[src/rtl/masked_and_sequencer.sv]
// Upstream sequencer for a D-share masked AND gadget: shares a/b using a free-running Galois LFSR,
// drives enable/done handshaking and captures the gadget's output shares. Option: MASKED_AND_UNMASK_DBG_EN.
module masked_and_sequencer #(
    parameter int                D        = 2,
    parameter int                LFSR_W   = 16,
    parameter logic [LFSR_W-1:0] TAPS     = 16'hB400,
    parameter logic [LFSR_W-1:0] SEED     = 16'hACE1,
    parameter int                MAX_WAIT = 7,
    localparam int               RAND_W   = D * (D - 1) / 2
) (
    input  logic              clk,
    input  logic              rst_n,
    input  logic              start,
    input  logic              a,
    input  logic              b,
    output logic              busy,
    output logic [0:D-1]      ina,
    output logic [0:D-1]      inb,
    output logic [0:RAND_W-1] rin,
    output logic              and_enable,
    input  logic              and_done,
    input  logic [0:D-1]      and_out,
    output logic [0:D-1]      out_shares,
    output logic              valid,
    output logic              err,
    output logic              result_dbg
);

    localparam int                WCNT_W   = $clog2(MAX_WAIT + 1);
    localparam logic [LFSR_W-1:0] SEED_EFF = (SEED == '0) ? LFSR_W'(1) : SEED;

    typedef enum logic [1:0] {
        S_IDLE = 2'd0,
        S_PREP = 2'd1,
        S_RUN  = 2'd2
    } state_t;

    state_t              r_state;
    logic [LFSR_W-1:0]   r_lfsr;
    logic [WCNT_W-1:0]   r_wcnt;
    logic [WCNT_W-1:0]   w_wcnt_nxt;
    logic [0:D-1]        w_ina;
    logic [0:D-1]        w_inb;
    logic [0:RAND_W-1]   w_rin;
    logic                w_pa;
    logic                w_pb;
    logic                w_capture;
    logic                w_timeout;

    function automatic logic [LFSR_W-1:0] lfsr_step(input logic [LFSR_W-1:0] s);
        lfsr_step = (s >> 1) ^ (s[0] ? TAPS : '0);
    endfunction

    // Random shares come straight from the current LFSR state; share 0 absorbs the plain bit.
    always_comb begin
        w_ina = '0;
        w_inb = '0;
        w_rin = '0;
        w_pa  = a;
        w_pb  = b;
        for (int i = 1; i < D; i++) begin
            w_ina[i] = r_lfsr[i-1];
            w_inb[i] = r_lfsr[D-2+i];
            w_pa     = w_pa ^ r_lfsr[i-1];
            w_pb     = w_pb ^ r_lfsr[D-2+i];
        end
        for (int j = 0; j < RAND_W; j++) begin
            w_rin[j] = r_lfsr[2*D-2+j];
        end
        w_ina[0] = w_pa;
        w_inb[0] = w_pb;
    end

    // The gadget's done flag is stale during the first RUN cycle, so it only counts from wcnt>=1.
    assign w_wcnt_nxt = r_wcnt + 1'b1;
    assign w_capture  = (r_state == S_RUN) && and_done && (r_wcnt != '0);
    assign w_timeout  = (r_state == S_RUN) && !w_capture && (w_wcnt_nxt == WCNT_W'(MAX_WAIT));

    always_ff @(posedge clk or negedge rst_n) begin
        if (!rst_n) begin
            r_state    <= S_IDLE;
            r_lfsr     <= SEED_EFF;
            r_wcnt     <= '0;
            busy       <= 1'b0;
            ina        <= '0;
            inb        <= '0;
            rin        <= '0;
            and_enable <= 1'b0;
            out_shares <= '0;
            valid      <= 1'b0;
            err        <= 1'b0;
        end else begin
            r_lfsr <= lfsr_step(r_lfsr);
            valid  <= 1'b0;
            case (r_state)
                S_IDLE: begin
                    if (start) begin
                        ina     <= w_ina;
                        inb     <= w_inb;
                        rin     <= w_rin;
                        err     <= 1'b0;
                        busy    <= 1'b1;
                        r_state <= S_PREP;
                    end
                end
                S_PREP: begin
                    and_enable <= 1'b1;
                    r_wcnt     <= '0;
                    r_state    <= S_RUN;
                end
                S_RUN: begin
                    r_wcnt <= w_wcnt_nxt;
                    if (w_capture) begin
                        out_shares <= and_out;
                        valid      <= 1'b1;
                        and_enable <= 1'b0;
                        busy       <= 1'b0;
                        r_state    <= S_IDLE;
                    end else if (w_timeout) begin
                        err        <= 1'b1;
                        and_enable <= 1'b0;
                        busy       <= 1'b0;
                        r_state    <= S_IDLE;
                    end
                end
                default: begin
                    and_enable <= 1'b0;
                    busy       <= 1'b0;
                    r_state    <= S_IDLE;
                end
            endcase
        end
    end

`ifdef MASKED_AND_UNMASK_DBG_EN
    logic r_result_dbg;

    always_ff @(posedge clk or negedge rst_n) begin
        if (!rst_n) begin
            r_result_dbg <= 1'b0;
        end else if (w_capture) begin
            r_result_dbg <= ^and_out;
        end
    end

    assign result_dbg = r_result_dbg;
`else
    // No recombination path exists, so only shares leave the block.
    assign result_dbg = 1'b0;
`endif

endmodule

[config.mk]
export PLATFORM = sky130hd
export DESIGN_NAME = masked_and_sequencer
export DESIGN_NICKNAME = d
export VERILOG_FILES = /design/src/rtl/masked_and_sequencer.sv
export SDC_FILE = /design/constraint.sdc
export NUM_CORES = 1
export LEC_CHECK = 0
export ABC_CLOCK_PERIOD_IN_PS = 1800
export CORE_MARGIN = 2
export CORE_UTILIZATION = 25
export CTS_CLUSTER_DIAMETER = 60
export DETAILED_ROUTE_END_ITERATION = 16
export PLACE_DENSITY = 0.51
export SYNTH_ARGS = -nofsm -noshare
export SYNTH_HDL_FRONTEND = slang
export SYNTH_SLANG_ARGS = --single-unit
[constraint.sdc]
create_clock -name clk -period 1.8 [get_ports clk]
set_clock_uncertainty 0.05 [all_clocks]
set_input_delay 0.36 -clock clk [delete_from_list [all_inputs] [get_ports clk]]
set_output_delay 0.36 -clock clk [all_outputs]
set_load 0.03 [all_outputs]
# == Word-level counts from Yosys, hierarchy flattened ==
# Cells that the tools add are included.
# totals
regBits,32
wordCells,56
input_bits,8
output_inout_bits,12
# classes
bitwise_logic,5
n_reduce_logical,15
n_addsub,1
n_mux,17
n_eq_ne,7
# ops
cell,count
$mux W16,1
$xor A15 B16 Y16,1
$mux W1,8
$reduce_and A2 Y1,4
$mux W2,3
$ne A2 B2 Y1 const B,3
$pmux W1 S3,2
$pmux W2 S3,1
$pmux W3 S2,1
$logic_and A1 B1 Y1,4
$reduce_and A4 Y1,1
$reduce_bool A2 Y1,2
$add A3 B1 Y3 const B,1
$eq A3 B3 Y1 const B,1
$ne A3 B3 Y1 const B,1
$reduce_and A3 Y1,1
$reduce_bool A3 Y1,1
$eq A2 B1 Y1 const B,1
$eq A2 B2 Y1 const B,1
$logic_not A2 Y1,1
$not A1 Y1,2
$pmux W1 S2,1
$xor A1 B1 Y1,2
$logic_not A1 Y1,1

# == Depth between registers and ports, before layout ==
# Gate-level depths: netlist (run 1).
# depth
word_depth,9
depth_mapped,6

# == Worst setup path after synthesis (run 1) ==
# OpenSTA, ideal clock, no wires.
# synth_path
path_kind,flip-flop to flip-flop
start,register r_wcnt[0]
end,register r_state[1]
arrival_ns,1.444
synth_period_minus_slack_ns,1.619
required_time_ns,1.625
setup_slack_ns,0.181
path_buffers,0
stages_incl_launch_ff,7
cell_sequence,dfrtp_1 > inv_1 > ha_1 > nand2b_4 > a221oi_4 > nor2_2 > mux2_4
# synth_via
elab_chain_len,7
elab_cells_between_ends,11
cone_classes,add/sub (1); eq/ne (2); mux (2); reduce/logical (6)
# synth_lines
element,line_no,source
from (decl),40,logic [WCNT_W-1:0] r_wcnt;
from (signal assigned),112,r_wcnt <= w_wcnt_nxt;
branches (longest 7 deep; another with $add A3 B1 Y3),--,
to (signal assigned),81,r_state <= S_IDLE;
to (signal assigned),103,r_state <= S_PREP;
to (signal assigned),109,r_state <= S_RUN;
to (decl),38,state_t r_state;
# Parallel ways; which one is timed is not known.
# A chain may end at the register's enable or synchronous reset.

# == Worst setup path after layout (run 1) ==
# layout_path
start,register and_enable
end,output port and_enable
# layout_lines
element,line_no,source
from (decl),20,"output logic and_enable,"
from (signal assigned),88,and_enable <= 1'b0;
from (signal assigned),107,and_enable <= 1'b1;
from (signal assigned),116,and_enable <= 1'b0;
# No word-level cell between the ends.

==> metrics.txt, run 1 <==
# TYPE chip_impl_metric gauge
chip_impl_metric{name="yosysWarnings",unit=""} 0
chip_impl_metric{name="pin_count_of_the_biggest_net_entering_global_routing",unit=""} 33
chip_impl_metric{name="share_of_the_synthesized_netlist_area_taken_by_xor_and_xnor_gates",unit="%"} 4.23
chip_impl_metric{name="drt-total-wl",unit="mm"} 2.16
chip_impl_metric{name="clk_transition_reported_paths",unit="ns"} 0.06
chip_impl_info{name="grt_setup_unrepaired",value="false"} 1
chip_impl_metric{name="core_region_area",unit="µm²"} 4750
chip_impl_info{name="critPathTopFamily",value="buffers and inverters"} 1
chip_impl_metric{name="nNetsFinal",unit=""} 129
chip_impl_metric{name="ys_seq_elements",unit=""} 32
chip_impl_metric{name="peakVddDrop",unit="mV"} 0.387
chip_impl_metric{name="synth_fp_nets",unit=""} 103
chip_impl_metric{name="p_leak",unit="nW"} 0.771
chip_impl_metric{name="synth_area_in_compound_gates",unit="%"} 7.25
chip_impl_metric{name="yosysUniqueCellTypes",unit=""} 26
chip_impl_metric{name="power_frac_clock",unit="%"} 28.7
chip_impl_info{name="synth_area_leaders",value="sky130_fd_sc_hd__dfrtp_1 48%, sky130_fd_sc_hd__dfstp_2 17%, sky130_fd_sc_hd__ha_1 6.0%"} 1
chip_impl_metric{name="power.net_switching",unit="µW"} 727
chip_impl_metric{name="route.detailed.wl_per_inst",unit="µm"} 11.8
chip_impl_metric{name="synthDominantCellAreaShare",unit="%"} 48.3
chip_impl_metric{name="yosys-mux-area-fraction",unit="%"} 6.95
chip_impl_metric{name="finalSetupViolCount",unit=""} 0
chip_impl_metric{name="period_needed",unit="ns"} 1.73
chip_impl_metric{name="critical_path.max_stage_delay",unit="ns"} 0.68
chip_impl_metric{name="core.rowCount",unit=""} 25
chip_impl_metric{name="num_vias",unit=""} 728
chip_impl_metric{name="synth-seq-area-share",unit="%"} 65.3
chip_impl_metric{name="overflow",unit=""} 0
chip_impl_metric{name="design.die.area",unit="µm²"} 5550
chip_impl_metric{name="floorplan.die.height",unit="µm"} 74.5
chip_impl_metric{name="max-cap-violations",unit=""} 0
chip_impl_metric{name="cts.sink_count",unit=""} 32
chip_impl_metric{name="start_util",unit="%"} 26.1
chip_impl_metric{name="timing.critical_path.buf_inv",unit=""} 1
chip_impl_metric{name="report.final.hold_viol_count",unit=""} 0
chip_impl_metric{name="first_pass_iters",unit=""} 4
chip_impl_metric{name="grt_antenna_before_repair",unit=""} 0
chip_impl_metric{name="critPathMaxFanout",unit=""} 2
chip_impl_metric{name="layout.area.seq",unit="µm²"} 811
chip_impl_metric{name="post_synth_inst_count",unit=""} 89
chip_impl_info{name="cts.root.buffer_cell",value="sky130_fd_sc_hd__clkbuf_8"} 1
chip_impl_metric{name="seqPwrFrac",unit="%"} 38.3
chip_impl_metric{name="area_of_combinational_cells_with_multiple_inputs",unit="µm²"} 390
chip_impl_info{name="tritoncts",value="done"} 1
chip_impl_info{name="cp-start-kind",value="flip-flop"} 1
chip_impl_info{name="min_path_type",value="flip-flop to flip-flop"} 1
chip_impl_info{name="synth_top_family_by_area",value="compound AO/OA/AOI/OAI gates"} 1
chip_impl_metric{name="intPower",unit="mW"} 1.57
chip_impl_metric{name="place_hpwl",unit="mm"} 1.50
chip_impl_metric{name="cts_inserted_buffers",unit=""} 5
chip_impl_info{name="crit_path_cell_trace",value="clkdlybuf4s50_1"} 1
chip_impl_info{name="outcome",value="finished clean"} 1
chip_impl_metric{name="viasPerCell",unit=""} 3.98
chip_impl_metric{name="syn-cell-area",unit="µm²"} 1240
chip_impl_metric{name="swShare",unit="%"} 31.6
chip_impl_info{name="worst_setup_path_end_kind",value="primary output"} 1
chip_impl_metric{name="die-width",unit="µm"} 74.5
chip_impl_metric{name="comb_power_share",unit="%"} 32.9
chip_impl_metric{name="syn_avg_cell_area",unit="µm²"} 14.0
chip_impl_metric{name="gp_congestion",unit=""} 0.701
chip_impl_metric{name="maxSlewViolCount",unit=""} 0
chip_impl_metric{name="dpl.cell_count",unit=""} 175
chip_impl_metric{name="first_iter_violations",unit=""} 39
chip_impl_metric{name="area_delta_synth_final",unit="%"} 31.0
chip_impl_metric{name="critical_path_arrival",unit="ns"} 1.32
chip_impl_metric{name="synthAdderAreaFrac",unit="%"} 6.04
chip_impl_metric{name="buffers_added_on_ports",unit=""} 18
chip_impl_metric{name="global_route.usage.total",unit="%"} 9.56
chip_impl_info{name="crit_type",value="flip-flop to primary output"} 1
chip_impl_metric{name="final_min_period_over_clock_period",unit="%"} 96.3
chip_impl_metric{name="maxClockFrequency",unit="MHz"} 577
chip_impl_metric{name="finish.cell_count_without_fillers",unit=""} 183
chip_impl_metric{name="cts_max_level",unit=""} 2
chip_impl_info{name="critPathSlowestCell",value="sky130_fd_sc_hd__clkdlybuf4s50_1"} 1
chip_impl_metric{name="boundaryPins",unit=""} 20
chip_impl_metric{name="clock_insertion_delay_worst_skew",unit="ns"} 0.28
chip_impl_metric{name="diode_insertion_count_for_antenna_repair",unit=""} 0
chip_impl_metric{name="timing.reg2reg.setup_slack",unit="ns"} 0.10
chip_impl_metric{name="clk_path_buf_depth",unit=""} 2
chip_impl_metric{name="required",unit="ns"} 1.39
chip_impl_metric{name="drt.antenna.violating_nets",unit=""} 0
chip_impl_metric{name="route.detailed.drc",unit=""} 0
chip_impl_metric{name="drive_above_1_share",unit="%"} 23.3
chip_impl_info{name="yosys.area.top_type",value="sky130_fd_sc_hd__dfrtp_1"} 1
chip_impl_metric{name="grt_first_pass_wirelength",unit="mm"} 3.77
chip_impl_metric{name="grt_pass1_vias",unit=""} 801
chip_impl_metric{name="synth_simple_gate_area_share",unit="%"} 6.65
chip_impl_metric{name="fill_cells",unit=""} 484
chip_impl_metric{name="final.setup.tns",unit="ns"} 0
chip_impl_metric{name="p_per_area",unit="nW/µm²"} 1410
==> layer usage <==
metal / vias to the layer above / global-route usage [%] / wire length, µm
li1: 343 / - / -
met2: 10 / 14.4 / 1080
met4: 0 / 4.76 / 11
met5: - / 0 / 0
met3: 2 / 4.88 / 86
met1: 373 / 11.3 / 973
==> worst register-to-register path, cell delays in order, from the launching register on <==
cell                       delay [ns]
sky130_fd_sc_hd__dfrtp_1         0.38
sky130_fd_sc_hd__inv_1           0.13
sky130_fd_sc_hd__ha_1            0.21
sky130_fd_sc_hd__nand2b_4        0.08
sky130_fd_sc_hd__a221oi_4        0.35
sky130_fd_sc_hd__buf_4           0.18
sky130_fd_sc_hd__nor3_1          0.04
sky130_fd_sc_hd__o32a_1          0.17
==> kinds of logic (layout without fill, tap and decap cells) <==
group	count (synthesis)	after routing
xor gates and xnor gates	6	6
adders and majority gates	6	6
and+or+nand+nor	15	15
AOI/OAI and AO/OA	12	12
DFF	32	32
buffers and inverters	10	37
muxes	7	7
other	1	1
==> cell usage in the layout (no fill, tap or decap), types with 2 or more instances in the layout <==
| cell type | netlist | final |
|---|---|---|
| sky130_fd_sc_hd__a21oi_1 | 2 | 2 |
| sky130_fd_sc_hd__buf_4 | 1 | 3 |
| sky130_fd_sc_hd__clkbuf_8 | 0 | 5 |
| sky130_fd_sc_hd__clkdlybuf4s50_1 | 0 | 17 |
| sky130_fd_sc_hd__dfrtp_1 | 24 | 24 |
| sky130_fd_sc_hd__dfstp_2 | 8 | 8 |
| sky130_fd_sc_hd__ha_1 | 6 | 6 |
| sky130_fd_sc_hd__inv_1 | 8 | 8 |
| sky130_fd_sc_hd__mux2_1 | 2 | 2 |
| sky130_fd_sc_hd__mux2_2 | 3 | 3 |
| sky130_fd_sc_hd__mux2_4 | 2 | 2 |
| sky130_fd_sc_hd__nand2_1 | 4 | 4 |
| sky130_fd_sc_hd__nand3_1 | 3 | 3 |
| sky130_fd_sc_hd__nor2_1 | 2 | 2 |
| sky130_fd_sc_hd__nor2_2 | 2 | 2 |
| sky130_fd_sc_hd__o21ai_0 | 6 | 6 |
| sky130_fd_sc_hd__xnor2_1 | 2 | 2 |
| sky130_fd_sc_hd__xor2_1 | 4 | 4 |
==> power by group through the flow <==
stage / Sequential, mW / Clock [mW] / Combinational [mW]
finish: 0.881 / 0.660 / 0.756
global route: 0.896 / 0.721 / 0.828
CTS: 0.882 / 0.686 / 0.771
detailed placement: 0.893 / 0 / 0.771
global placement: 0.887 / 0 / 0.749
floorplan: 1.01 / 0 / 0.385
==> flip-flops by register name (all words and copies together) (netlist names) <==
signal	flops
r_lfsr	16
r_wcnt	3
ina	2
inb	2
out_shares	2
r_state	2
and_enable	1
busy	1
err	1
rin	1
valid	1
==> synthesized netlist by cell type <==
cell                       instances
sky130_fd_sc_hd__dfrtp_1          24
sky130_fd_sc_hd__dfstp_2           8
sky130_fd_sc_hd__inv_1             8
sky130_fd_sc_hd__ha_1              6
sky130_fd_sc_hd__o21ai_0           6
sky130_fd_sc_hd__nand2_1           4
sky130_fd_sc_hd__xor2_1            4
sky130_fd_sc_hd__mux2_2            3
sky130_fd_sc_hd__nand3_1           3
sky130_fd_sc_hd__a21oi_1           2
sky130_fd_sc_hd__mux2_1            2
sky130_fd_sc_hd__mux2_4            2
sky130_fd_sc_hd__nor2_1            2
sky130_fd_sc_hd__nor2_2            2
sky130_fd_sc_hd__xnor2_1           2
sky130_fd_sc_hd__a221oi_4          1
sky130_fd_sc_hd__a31oi_1           1
sky130_fd_sc_hd__buf_4             1
sky130_fd_sc_hd__clkbuf_1          1
sky130_fd_sc_hd__conb_1            1
sky130_fd_sc_hd__nand2b_4          1
sky130_fd_sc_hd__nand3b_1          1
sky130_fd_sc_hd__nor2b_1           1
sky130_fd_sc_hd__nor3_1            1
sky130_fd_sc_hd__o21a_1            1
sky130_fd_sc_hd__o32a_1            1
==> area by class of cell <==
cell class	count	share of cell area, %
clock buffers	6	4.46
clock inverters	2	2.15
multi-input cells	47	24.0
well taps	67	5.15
inverters	8	1.84
flip-flops and latches	32	49.8
repair buffers	21	12.6
==> final timing paths <==
check | start | to | cells after the start
max | and_enable | and_enable | 1
max in group asynchronous | rst_n | r_lfsr[0] | 2
min | r_lfsr[3] | r_lfsr[2] | 0
min reg2reg | r_lfsr[3] | r_lfsr[2] | 0
min in group asynchronous | rst_n | r_wcnt[2] | 2
max reg2reg | r_wcnt[0] | busy | 7
==> stage by stage <==
step	area, µm²	total power, mW	hold slack [ns]	utilization (%)	setup WS [ns]
3_3_place_gp	1520	1.64	0.292	31.9	0.0738
2_1_floorplan	1240	1.40	0.0144	-	0.181
4_1_cts	1630	2.34	0.303	34.2	0.0462
3_5_place_dp	1520	1.66	0.291	31.9	0.0417
5_1_grt	1630	2.44	0.306	34.2	0.0177
6_report	1630	2.30	0.299	34.2	0.0674
==> timing repair <==
action | in CTS | in global routing
endpoints found under the setup margin | 0 | 1
gates resized for setup | 0 | 1
buffers inserted | 0 | 0
hold buffers | 0 | 0
Note: power is estimated with default switching activity, not from simulation.
==> inputs of run 2 (changes only) <==
==> config.mk (replaced) <==
export PLATFORM = sky130hd
export DESIGN_NAME = masked_and_sequencer
export DESIGN_NICKNAME = d
export VERILOG_FILES = /design/src/rtl/masked_and_sequencer.sv
export SDC_FILE = /design/constraint.sdc
export NUM_CORES = 1
export LEC_CHECK = 0
export ABC_CLOCK_PERIOD_IN_PS = 1460
export CORE_MARGIN = 2
export CORE_UTILIZATION = 25
export CTS_CLUSTER_DIAMETER = 80
export DETAILED_ROUTE_END_ITERATION = 16
export PLACE_DENSITY = 0.53
export SYNTH_ARGS = -nofsm -noshare
export SYNTH_HDL_FRONTEND = slang
export SYNTH_SLANG_ARGS = --single-unit
export TNS_END_PERCENT = 5
==> constraint.sdc (replaced) <==
create_clock -name clk -period 1.46 [get_ports clk]
set_clock_uncertainty 0.05 [all_clocks]
set_input_delay 0.292 -clock clk [delete_from_list [all_inputs] [get_ports clk]]
set_output_delay 0.292 -clock clk [all_outputs]
set_load 0.03 [all_outputs]
==> run 2 against run 1 <==
Compared with the run above: the flow now finishes with violations (setup timing); sequential power grew 23%; clock-buffer cell count grew 1; wire length shrank 1.7%; power grew 33%; critical path depth grew 4; sequential share of layout area shrank 3.6 points; register-to-register slack lost 0.31 ns.
==> metrics.txt, run 2 (synthesized netlist as in run 1, its figures left out) <==
# TYPE chip_impl_metric gauge
chip_impl_info{name="outcome",value="finished with violations"} 1
chip_impl_info{name="violations_in_the_final_reports",value="setup timing"} 1
chip_impl_metric{name="layout.area.seq",unit="µm²"} 811
chip_impl_info{name="grt_setup_unrepaired",value="true"} 1
chip_impl_metric{name="critPathMaxFanout",unit=""} 3
chip_impl_metric{name="maxSlewViolCount",unit=""} 0
chip_impl_metric{name="fin_util",unit="%"} 36.9
chip_impl_metric{name="area_delta_synth_final",unit="%"} 41.1
chip_impl_metric{name="clk_transition_reported_paths",unit="ns"} 0.07
chip_impl_metric{name="first_pass_iters",unit=""} 4
chip_impl_metric{name="instance_area_at_placement",unit="µm²"} 1590
chip_impl_metric{name="viasPerCell",unit=""} 3.84
chip_impl_metric{name="buffers_added_on_ports",unit=""} 18
chip_impl_metric{name="grt_first_pass_wirelength",unit="mm"} 3.55
chip_impl_metric{name="core_region_area",unit="µm²"} 4750
chip_impl_metric{name="nNetsFinal",unit=""} 139
chip_impl_metric{name="period_needed",unit="ns"} 1.67
chip_impl_metric{name="max-cap-violations",unit=""} 0
chip_impl_metric{name="first_iter_violations",unit=""} 36
chip_impl_metric{name="holdWs",unit="ns"} 0.293
chip_impl_metric{name="floorplan.die.height",unit="µm"} 74.5
chip_impl_metric{name="cts_max_level",unit=""} 2
chip_impl_metric{name="drt-total-wl",unit="mm"} 2.12
chip_impl_metric{name="route.detailed.drc",unit=""} 0
chip_impl_metric{name="global_route.usage.total",unit="%"} 8.93
chip_impl_info{name="cts.root.buffer_cell",value="sky130_fd_sc_hd__clkbuf_8"} 1
chip_impl_metric{name="route.detailed.wl_per_inst",unit="µm"} 11.0
chip_impl_metric{name="critical_path_arrival",unit="ns"} 1.79
chip_impl_metric{name="p_per_area",unit="nW/µm²"} 1740
chip_impl_metric{name="cts_inserted_buffers",unit=""} 5
chip_impl_info{name="regMostFlops",value="r_lfsr"} 1
chip_impl_info{name="crit_type",value="flip-flop to flip-flop"} 1
chip_impl_metric{name="drive_above_1_share",unit="%"} 35.7
chip_impl_metric{name="final.setup.tns",unit="ns"} -0.777
chip_impl_metric{name="num_vias",unit=""} 741
chip_impl_metric{name="fin_area",unit="µm²"} 1750
chip_impl_metric{name="total_power",unit="mW"} 3.05
chip_impl_info{name="worst_setup_path_end_kind",value="flip-flop"} 1
chip_impl_metric{name="design.die.area",unit="µm²"} 5550
chip_impl_info{name="cp-start-kind",value="flip-flop"} 1
chip_impl_metric{name="gp_congestion",unit=""} 0.678
chip_impl_metric{name="core.rowCount",unit=""} 25
chip_impl_metric{name="clk_path_buf_depth",unit=""} 2
chip_impl_metric{name="overflow",unit=""} 0
chip_impl_metric{name="report.final.hold_viol_count",unit=""} 0
chip_impl_metric{name="grt_pass1_vias",unit=""} 817
chip_impl_metric{name="drt.antenna.violating_nets",unit=""} 0
chip_impl_metric{name="p_leak",unit="nW"} 0.855
chip_impl_metric{name="cts.sink_count",unit=""} 32
chip_impl_metric{name="largest_register_ffs",unit=""} 16
chip_impl_metric{name="pin_count_of_the_biggest_net_entering_global_routing",unit=""} 33
chip_impl_metric{name="finalSetupViolCount",unit=""} 5
chip_impl_metric{name="grt_antenna_before_repair",unit=""} 0
chip_impl_info{name="min_path_type",value="flip-flop to flip-flop"} 1
chip_impl_info{name="top_regs",value="r_lfsr (16), r_wcnt (3)"} 1
chip_impl_metric{name="boundaryPins",unit=""} 20
chip_impl_info{name="final_cell_mix",value="24 x sky130_fd_sc_hd__dfrtp_1, 12 x sky130_fd_sc_hd__buf_4, 11 x sky130_fd_sc_hd__dlygate4sd2_1, 8 x sky130_fd_sc_hd__dfstp_2"} 1
chip_impl_metric{name="required",unit="ns"} 1.58
chip_impl_metric{name="fill_cells",unit=""} 489
chip_impl_metric{name="peakVddDrop",unit="mV"} 0.722
chip_impl_metric{name="place_hpwl",unit="mm"} 1.41
chip_impl_metric{name="die-width",unit="µm"} 74.5
chip_impl_metric{name="start_util",unit="%"} 26.1
chip_impl_info{name="tritoncts",value="done"} 1
chip_impl_metric{name="post-route-worst-setup-slack",unit="ns"} -0.211
chip_impl_metric{name="diode_insertion_count_for_antenna_repair",unit=""} 0
chip_impl_metric{name="final_min_period_over_clock_period",unit="%"} 114
chip_impl_metric{name="maxClockFrequency",unit="MHz"} 598
chip_impl_metric{name="clock_insertion_delay_worst_skew",unit="ns"} 0.28
chip_impl_info{name="final_common_cell",value="sky130_fd_sc_hd__dfrtp_1"} 1
chip_impl_metric{name="area_of_combinational_cells_with_multiple_inputs",unit="µm²"} 425
[run 2: cell count changes in the layout (fill, tap and decap cells not counted), moves of 2 or more]
cell	delta
sky130_fd_sc_hd__buf_4	+9
sky130_fd_sc_hd__clkdlybuf4s50_1	-10
sky130_fd_sc_hd__clkbuf_8	+2
sky130_fd_sc_hd__ha_1	-2
sky130_fd_sc_hd__dlygate4sd2_1	+11
[run 2: final timing paths]
check,from,end,slack [ns],depth (start not counted)
min in group asynchronous,rst_n,r_lfsr[4],0.32,2
hold reg to reg,r_lfsr[12],r_lfsr[11],0.29,0
hold / removal,r_lfsr[12],r_lfsr[11],0.29,0
max in group asynchronous,rst_n,r_lfsr[13],0.79,2
setup reg to reg,r_wcnt[0],and_enable,-0.21,5
setup / recovery,r_wcnt[0],and_enable,-0.21,5
[run 2: timing repair]
item | CTS | global route
gates resized for setup | 15 | 1
pin swaps | 1 | 4
endpoints found under the setup margin | 20 | 6
setup buffers | 0 | 3
hold buffers | 0 | 0
cloned | 0 | 0
[run 2: critical path, cell delays in order (launching register included)]
cell and delay [ns]:
sky130_fd_sc_hd__dfrtp_1 0.40, sky130_fd_sc_hd__ha_2 0.21, sky130_fd_sc_hd__xor2_2 0.17, sky130_fd_sc_hd__a221oi_4 0.34, sky130_fd_sc_hd__nor2_2 0.08, sky130_fd_sc_hd__mux2_4 0.30
[run 2: metrics by stage]
stage                     worst slack, ns  instances
after floorplan                    -0.133         89
after global placement             -0.219        182
after detailed placement           -0.244        182
after CTS                          -0.186        190
after global routing               -0.270        193
final                              -0.211        193
[run 2: where the power goes]
| group | total [mW] | internal [mW] | switching, mW |
|---|---|---|---|
| clock network | 0.924 | 0.602 | 0.322 |
| logic | 1.05 | 0.490 | 0.560 |
| registers | 1.08 | 1.01 | 0.0658 |
[run 2: per-layer routing]
metal  part of all wire, %  global-route usage (%)  vias to the layer above
met4                   2.2                    4.76                        0
met5                     0                       0                        -
met1                    45                    11.0                      362
met2                    49                    13.7                       14
li1                      -                       -                      358
met3                   3.6                    3.25                        7
[run 2: area by class of cell]
type | count | share of cell area, %
multi-input combinational | 47 | 24.3
clock inverter | 1 | 1.71
tap | 67 | 4.78
timing repair buffer | 31 | 15.8
clock buffer | 7 | 5.50
sequential | 32 | 46.3
inverter | 8 | 1.71
